`src/rtl/johnson_pkg.sv`:
```
// rtl/johnson_pkg.sv - shared types and constants for the Johnson-code decoder
package johnson_pkg;

    typedef enum logic [1:0] {
        HUNT   = 2'd0,
        SYNC   = 2'd1,
        LOCKED = 2'd2
    } state_t;

    localparam int ERR_CNT_W = 8;
    localparam logic [ERR_CNT_W-1:0] ERR_CNT_MAX = 8'hFF;

endpackage

```
`src/rtl/johnson_code_check.sv`:
```
// rtl/johnson_code_check.sv - combinational Johnson code legality check and phase decode
module johnson_code_check
    import johnson_pkg::*;
#(
    parameter  int WIDTH = 4,
    localparam int PW    = $clog2(2 * WIDTH)
) (
    input  logic [WIDTH-1:0] jc_in,
    output logic             legal,
    output logic [PW-1:0]    dec_phase
);

    localparam int EW = $clog2(WIDTH) + 1;
    localparam logic [PW:0] TWO_W = (PW + 1)'(2 * WIDTH);

    logic [EW-1:0] edges;
    logic [PW-1:0] pop;

    // A legal Johnson word is a single run of ones and a single run of zeros.
    always_comb begin
        edges = '0;
        for (int i = 1; i < WIDTH; i++) begin
            if (jc_in[i] != jc_in[i-1]) begin
                edges = edges + EW'(1);
            end
        end
        legal = (edges <= EW'(1));
    end

    always_comb begin
        pop = '0;
        for (int i = 0; i < WIDTH; i++) begin
            pop = pop + PW'(jc_in[i]);
        end
        if (jc_in[WIDTH-1] || (jc_in == '0)) begin
            dec_phase = pop;
        end else begin
            dec_phase = PW'(TWO_W - {1'b0, pop});
        end
    end

endmodule

```
`src/rtl/johnson_decoder.sv`:
```
// rtl/johnson_decoder.sv - Johnson code receiver with lock tracker; optional JOHNSON_DEC_FLYWHEEL_EN
module johnson_decoder
    import johnson_pkg::*;
#(
    parameter  int WIDTH    = 4,
    parameter  int LOCK_CNT = 2,
    localparam int PW       = $clog2(2 * WIDTH)
) (
    input  logic                 clk,
    input  logic                 rst,
    input  logic [WIDTH-1:0]     jc_in,
    input  logic                 jc_valid,
    output logic [PW-1:0]        phase,
    output logic                 phase_valid,
    output logic                 code_err,
    output logic                 step_err,
    output logic                 locked,
    output logic [ERR_CNT_W-1:0] err_cnt
);

    localparam int CW = $clog2(LOCK_CNT + 1);
    localparam logic [PW-1:0] LAST_PH = PW'(2 * WIDTH - 1);

    state_t               state, state_nx;
    logic [CW-1:0]        step_cnt, cnt_nx;
    logic                 legal;
    logic [PW-1:0]        dec_phase, exp_phase;
    logic                 step_ok;
    logic [PW-1:0]        phase_nx;
    logic                 pv_nx, ce_nx, se_nx;
    logic [ERR_CNT_W-1:0] err_cnt_nx;
`ifdef JOHNSON_DEC_FLYWHEEL_EN
    logic                 miss, miss_nx;
`endif

    johnson_code_check #(.WIDTH(WIDTH)) u_check (
        .jc_in     (jc_in),
        .legal     (legal),
        .dec_phase (dec_phase)
    );

    assign exp_phase = (phase == LAST_PH) ? '0 : phase + PW'(1);
    assign step_ok   = legal && (dec_phase == exp_phase);
    assign locked    = (state == LOCKED);

    always_ff @(posedge clk or posedge rst) begin
        if (rst) begin
            state       <= HUNT;
            step_cnt    <= '0;
            phase       <= '0;
            phase_valid <= 1'b0;
            code_err    <= 1'b0;
            step_err    <= 1'b0;
            err_cnt     <= '0;
`ifdef JOHNSON_DEC_FLYWHEEL_EN
            miss        <= 1'b0;
`endif
        end else begin
            state       <= state_nx;
            step_cnt    <= cnt_nx;
            phase       <= phase_nx;
            phase_valid <= pv_nx;
            code_err    <= ce_nx;
            step_err    <= se_nx;
            err_cnt     <= err_cnt_nx;
`ifdef JOHNSON_DEC_FLYWHEEL_EN
            miss        <= miss_nx;
`endif
        end
    end

    always_comb begin
        state_nx = state;
        cnt_nx   = step_cnt;
`ifdef JOHNSON_DEC_FLYWHEEL_EN
        miss_nx  = miss;
`endif
        if (jc_valid) begin
            case (state)
                HUNT: begin
                    if (legal) begin
                        state_nx = SYNC;
                        cnt_nx   = '0;
                    end
                end
                SYNC: begin
                    if (!legal) begin
                        state_nx = HUNT;
                        cnt_nx   = '0;
                    end else if (step_ok) begin
                        cnt_nx = step_cnt + CW'(1);
                        if (cnt_nx == CW'(LOCK_CNT)) begin
                            state_nx = LOCKED;
                        end
                    end else begin
                        cnt_nx = '0;
                    end
                end
                LOCKED: begin
`ifdef JOHNSON_DEC_FLYWHEEL_EN
                    // One bad sample is ridden through; a second in a row drops lock.
                    if (step_ok) begin
                        miss_nx = 1'b0;
                    end else if (!miss) begin
                        miss_nx = 1'b1;
                    end else begin
                        miss_nx  = 1'b0;
                        state_nx = HUNT;
                        cnt_nx   = '0;
                    end
`else
                    if (!step_ok) begin
                        state_nx = HUNT;
                        cnt_nx   = '0;
                    end
`endif
                end
                default: begin
                    state_nx = HUNT;
                    cnt_nx   = '0;
                end
            endcase
        end
    end

    always_comb begin
        phase_nx   = phase;
        pv_nx      = 1'b0;
        ce_nx      = 1'b0;
        se_nx      = 1'b0;
        err_cnt_nx = err_cnt;
        if (jc_valid) begin
            if (!legal) begin
                ce_nx = 1'b1;
            end else if ((state != HUNT) && !step_ok) begin
                se_nx = 1'b1;
            end
            if (legal) begin
                phase_nx = dec_phase;
                pv_nx    = 1'b1;
            end
`ifdef JOHNSON_DEC_FLYWHEEL_EN
            if ((state == LOCKED) && !step_ok && !miss) begin
                phase_nx = exp_phase;
                pv_nx    = 1'b1;
            end
`endif
            if ((ce_nx || se_nx) && (err_cnt != ERR_CNT_MAX)) begin
                err_cnt_nx = err_cnt + ERR_CNT_W'(1);
            end
        end
    end

endmodule

```
`config.mk`:
```
export PLATFORM = sky130hd
export DESIGN_NAME = johnson_decoder
export DESIGN_NICKNAME = d
export VERILOG_FILES = /design/src/rtl/johnson_pkg.sv /design/src/rtl/johnson_code_check.sv /design/src/rtl/johnson_decoder.sv
export SDC_FILE = /design/constraint.sdc
export NUM_CORES = 1
export LEC_CHECK = 0
export CAP_MARGIN = 40
export CORE_UTILIZATION = 35
export CTS_BUF_LIST = sky130_fd_sc_hd__clkbuf_16
export DETAILED_ROUTE_END_ITERATION = 12
export PLACE_DENSITY_LB_ADDON = 0.05
export SKIP_CTS_REPAIR_TIMING = 1
export SLEW_MARGIN = 10
export SYNTH_ARGS = -nofsm -noshare
export SYNTH_HDL_FRONTEND = slang
export SYNTH_SLANG_ARGS = --single-unit
```
`constraint.sdc`:
```
create_clock -name clk -period 6.5 [get_ports clk]
set_input_delay 1.3 -clock clk [delete_from_list [all_inputs] [get_ports clk]]
set_output_delay 1.3 -clock clk [all_outputs]
set_load 0.02 [all_outputs]
```
==> results.py, run 1 <==
metrics = {
    "placement": {
        "post_dp_cell_area_um2": 1430,
        "port_buffers": 21,
        "gp_congestion": 0.775,
        "hpwl_um": 1720,
    },
    "setup_path": {
        "start_kind": "input port",
        "r2r_setup_slack_ns": 4.06,
        "rr_worst_depth": 6,
        "crit_path_max_fanout": 14,
        "regToRegStartpoint": "phase[0]",
        "rr_endpoint": "err_cnt[1]",
        "setup.worst_path.class": "in -> reg",
        "cp.required_ns": 6.63,
        "arrival_ns": 4.67,
        "end_kind": "flop",
    },
    "finish": {
        "post-route-cell-area_um2": 1510,
        "syn2layout_area_growth_pct": 26.3,
        "drive_gt1_frac": 0.0699,
        "ff_latch_area_um2": 450,
        "multiInputGateArea_um2": 659,
        "fin_nets": 162,
        "antenna_cells": 0,
        "fillers": 328,
    },
    "synth": {
        "syn_area_per_cell_um2": 9.77,
        "syn_area_um2": 1190,
        "ys.flop_type": "dfrtp_1",
        "synth-edff-count": 0,
        "synth_cells": 122,
        "synth_nets": 140,
        "yosysWarningCount": 0,
        "ys_seq_area_frac": 0.378,
        "ys_seq_elements": 18,
        "ys_types": 31,
        "postSynth.asyncResetShare": 1.00,
    },
    "clocking": {
        "cts_sinks": 18,
        "cts_tree": "built",
        "clkTransAtPathRegs_ns": 0.06,
        "cts_buffers": 3,
        "clockBufferDepth": 2,
        "h-tree-depth": 1,
        "clock_latency_ns": 0.25,
        "cts_root_buf": "clkbuf_16",
    },
    "drt": {
        "drt-initial-drc-count": 17,
        "ant_nets": 0,
        "wl_per_cell_um": 12.6,
        "num_vias": 933,
        "routed_wl_um": 2350,
        "firstDrtPassIters": 4,
        "drcViolationCount": 0,
        "viasPerCell": 4.99,
    },
    "power": {
        "max-vdd-ir-drop_uv": 178,
        "leakagePower_nw": 0.680,
        "power_density_nw_per_um2": 350,
    },
    "timing": {
        "setup-tns-final_ns": 0,
        "fmax_ghz": 0.220,
        "maxSlewHeadroom": 0.536,
        "layout_min_cycle_time_ns": 4.54,
        "timing_hold_violations_final": 0,
        "fin_crit_sh": 0.698,
        "skew_ns": 0.00447,
        "tightest_slew_ns": 0.695,
        "drv_slew": 0,
        "finalSetupViolCount": 0,
        "rsz0062_at_grt": "false",
    },
    "global_routing": {
        "grt_pass1_wl_um": 4080,
        "grt_max_degree": 19,
        "grt_pass1_vias": 916,
        "antenna_found_initial": 0,
        "grtUsageTotal": 0.154,
        "overflow": 0,
    },
    "run_status": {
        "status": "complete, no violations",
    },
    "min_path": {
        "min_to": "err_cnt[4]",
        "hp-class": "reg -> reg",
        "hold_depth": 1,
        "holdCritStartpoint": "err_cnt[4]",
    },
    "flow_run": {
        "drv_cap": 0,
    },
    "floorplan": {
        "die_h_um": 60.4,
        "core_um2": 3150,
        "dieArea_um2": 3640,
        "rows": 20,
        "die_x_um": 60.4,
        "start_util": 0.378,
        "io_pins": 22,
    },
}
[critical path, stage by stage]
cell and delay, ns:
clkdlybuf4s50_1 0.52, inv_1 0.06, ha_1 0.30, fa_1 0.38, ha_1 0.31, inv_1 0.06
ha_1 0.18, a211oi_2 0.22, xnor3_1 0.24, and4b_1 0.38, a211oi_2 0.37, mux2_1 0.35
[layout by cell type, fill, tap and decap left out, drive strengths merged, types with 4 or more instances in the layout]
cell type and count:
clkdlybuf4s50 21, dfrtp 18, inv 14, nand2 10, ha 9, a211oi 8, a21oi 6, o21ai 6
nor2 5, xor2 5, nand2b 4, mux2 4
[cell usage after synthesis (2+ instances only)]
library cell   n  area share
mux2_2         3       0.028
a21oi_1        6       0.025
a211oi_2       4       0.042
nor3_1         2      0.0084
fa_1           2       0.034
nand2b_1       4       0.021
buf_6          2       0.019
nor2b_1        2       0.010
a31oi_1        3       0.016
nor2_1         5       0.016
nand3_1        3       0.013
o211ai_1       2       0.013
ha_1           9       0.094
xor2_1         5       0.037
o21ai_0        6       0.025
nand2_1       10       0.031
and3_1         2       0.010
nand4_1        3       0.016
clkbuf_1       2      0.0063
xnor2_1        3       0.022
a211oi_1       4       0.025
inv_1         14       0.044
dfrtp_1       18        0.38
[final cells by class]
cell class,count,area share
inverters,14,0.0349
clock buffers,3,0.0498
clock inverters,1,0.00249
repair buffers,21,0.140
flip-flops and latches,18,0.299
well taps,44,0.0365
multi-input cells,86,0.438
[worst max path at each step]
stage | from | to | slack [ns] | cells after the start
after floorplan | jc_in[0] | err_cnt[1] | 2.52 | 12
after global placement | jc_in[1] | err_cnt[1] | 1.75 | 12
after detailed placement | jc_in[1] | err_cnt[6] | 1.70 | 12
after CTS | jc_in[1] | err_cnt[6] | 1.94 | 12
after global routing | jc_in[1] | err_cnt[6] | 1.75 | 12
final | jc_in[1] | err_cnt[1] | 1.96 | 12
[logic make-up after synthesis]
| logic type | count (synthesis) | synth area share |
|---|---|---|
| buffers and inverters | 18 | 0.0693 |
| adders and majority gates | 11 | 0.128 |
| and+or+nand+nor | 35 | 0.152 |
| DFF | 18 | 0.378 |
| muxes | 4 | 0.0378 |
| xor gates and xnor gates | 9 | 0.0777 |
| AOI/OAI and AO/OA | 27 | 0.157 |
[power breakdown]
part           total [mW]  internal (mW)  switching, mW
combinational       0.223          0.106          0.117
clock               0.125         0.0818         0.0431
sequential          0.179          0.143         0.0357
[state kept, by name, summed over array words and instances, names as in the netlist]
name         count
step_cnt         2
err_cnt          8
phase            3
step_err         1
state            2
code_err         1
phase_valid      1
[layer usage]
layer / track usage / wire (um) / vias to the layer above
met2: 0.228 / 1040 / 26
met5: 0 / 0 / -
met3: 0.0256 / 121 / 7
met1: 0.216 / 1150 / 434
li1: - / - / 466
met4: 0.0797 / 47 / 0
[metrics by stage]
step                      worst slack, ns  total power, mW  utilization  hold slack [ns]  cells
after global routing                 1.75            0.563        0.478            0.542    187
after detailed placement             1.70            0.403        0.453            0.498    183
after global placement               1.75            0.401        0.453            0.502    183
final                                1.96            0.527        0.478            0.508    187
after floorplan                      2.52            0.331            -            0.508    122
after CTS                            1.94            0.534        0.478            0.512    187
No activity file was read; power rests on OpenSTA's default activity.
==> run 2, diff against run 1 <==
Clock period 6.5 ns to 4.46 ns, I/O delays scaled along.
==> run 2 against run 1 <==
Clock power up 46%; flip-flop and latch count stayed put; power increased by 47%; final cell count rose by 1.1%; global-route usage down 0.24 points; clock skew fell by 0.0030 ns; non-clock buffer count up 2; critical path type unchanged.
==> results.py, run 2 (same netlist as run 1, synthesis figures left out) <==
metrics = {
    "run_status": {
        "status": "complete, no violations",
    },
    "global_routing": {
        "grt_max_degree": 19,
        "grt_pass1_wl_um": 4090,
        "antenna_found_initial": 0,
        "grt_pass1_vias": 954,
        "overflow": 0,
        "grtUsageTotal": 0.152,
    },
    "drt": {
        "num_vias": 953,
        "drt-initial-drc-count": 13,
        "routed_wl_um": 2340,
        "wl_per_cell_um": 12.4,
        "viasPerCell": 5.04,
        "drcViolationCount": 0,
        "ant_nets": 0,
        "firstDrtPassIters": 4,
    },
    "timing": {
        "drv_slew": 0,
        "rsz0062_at_grt": "false",
        "layout_min_cycle_time_ns": 4.04,
        "finalSetupViolCount": 0,
        "fin_crit_sh": 0.906,
        "maxSlewHeadroom": 0.531,
        "setup-tns-final_ns": 0,
        "timing_hold_violations_final": 0,
        "skew_ns": 0.00144,
        "worst_slack_ns": 0.418,
        "fmax_ghz": 0.247,
        "tightest_slew_ns": 0.702,
    },
    "floorplan": {
        "die_x_um": 60.4,
        "io_pins": 22,
        "die_h_um": 60.4,
        "core_um2": 3150,
        "rows": 20,
        "dieArea_um2": 3640,
        "start_util": 0.378,
    },
    "finish": {
        "fin_nets": 164,
        "multiInputGateArea_um2": 659,
        "largest_register_ffs": 8,
        "utilization": 0.483,
        "fillers": 313,
        "syn2layout_area_growth_pct": 27.6,
        "drive_gt1_frac": 0.0828,
        "ff_latch_area_um2": 450,
        "final_common_cell": "clkdlybuf4s50_1",
        "final_cell_mix": "clkdlybuf4s50_1, dfrtp_1, inv_1, nand2_1, ha_1",
        "largest_register": "err_cnt",
        "reg_top3": "err_cnt (8), phase (3)",
        "antenna_cells": 0,
    },
    "placement": {
        "dp_slack_ns": 0.125,
        "gp_congestion": 0.804,
        "hpwl_um": 1750,
        "port_buffers": 21,
    },
    "min_path": {
        "holdCritStartpoint": "err_cnt[4]",
        "hold_depth": 1,
        "hp-class": "reg -> reg",
        "min_to": "err_cnt[4]",
    },
    "setup_path": {
        "crit_top_cell": "ha_1",
        "rr_worst_depth": 6,
        "crit_chain": "clkdlybuf4s50_1 > inv_1 > ha_1 > fa_1 > ha_1 > inv_1 > ha_1 > a211oi_2 > xnor3_1 > and4b_1 > a211oi_2 > mux2_1",
        "arrival_ns": 4.17,
        "r2r_setup_slack_ns": 2.09,
        "regToRegStartpoint": "phase[0]",
        "rr_endpoint": "err_cnt[1]",
        "cp_slowest_cell": "clkdlybuf4s50_1",
        "path_depth": 12,
        "cpLargestDelayFamily": "adder cells",
        "cp_num_buf_inv": 3,
        "end_kind": "flop",
        "crit_path_max_fanout": 8,
        "cp.required_ns": 4.59,
        "start_kind": "input port",
        "setup.worst_path.class": "in -> reg",
        "cp_slowest_stage_delay_ns": 0.52,
    },
    "clocking": {
        "cts_tree": "built",
        "clkTransAtPathRegs_ns": 0.05,
        "cts_sinks": 18,
        "cts_root_buf": "clkbuf_16",
        "cts_buffers": 3,
        "h-tree-depth": 1,
        "clockBufferDepth": 2,
        "clock_latency_ns": 0.25,
    },
    "flow_run": {
        "drv_cap": 0,
    },
    "power": {
        "leakagePower_nw": 0.690,
        "power_density_nw_per_um2": 509,
        "max-vdd-ir-drop_uv": 240,
    },
}
[run 2: cell types whose count changed in the layout (fill, tap and decap cells not counted), sizes merged]
| cell | delta |
|---|---|
| buf | +2 |
[run 2: worst max-delay path by stage]
| stage | slack [ns] | end | start |
|---|---|---|---|
| 6_report | 0.42 | err_cnt[1] | jc_in[1] |
| 5_1_grt | 0.22 | err_cnt[1] | jc_in[1] |
| 4_1_cts | 0.38 | err_cnt[1] | jc_in[1] |
| 3_5_place_dp | 0.13 | err_cnt[1] | jc_in[1] |
| 3_3_place_gp | 0.18 | err_cnt[1] | jc_in[1] |
| 2_1_floorplan | 0.89 | err_cnt[1] | jc_in[0] |
[run 2: where the power goes]
group | internal [mW] | switching [mW]
logic | 0.162 | 0.173
registers | 0.209 | 0.0482
clock network | 0.119 | 0.0631
[run 2: worst register-to-register path: stages, from the launching register on]
cell and delay (ns):
dfrtp_1 0.41, ha_1 0.21, ha_1 0.29, xnor3_1 0.33, and4b_1 0.31, a211oi_2 0.35
mux2_1 0.35
[run 2: layer usage]
layer / share of wire / wire length, um / vias to the layer above / GRT usage
met5: 0 / 0 / - / 0
met4: 0.011 / 25 / 0 / 0.0698
met3: 0.034 / 79 / 4 / 0.0256
met2: 0.45 / 1040 / 18 / 0.248
met1: 0.51 / 1190 / 462 / 0.196
li1: - / - / 469 / -
[run 2: area by class of cell]
class,instances,area share
multi-input cells,86,0.433
well taps,44,0.0362
inverters,14,0.0345
clock buffers,3,0.0493
repair buffers,23,0.148
flip-flops and latches,18,0.296
clock inverters,1,0.00247
[run 2: stage by stage]
step	area [um2]	power, mW	instances	hold WS (ns)
floorplan	1190	0.483	122	0.508
detailed placement	1440	0.597	185	0.502
finish	1520	0.774	189	0.509
global placement	1440	0.593	185	0.500
global route	1520	0.829	189	0.547
CTS	1520	0.785	189	0.518
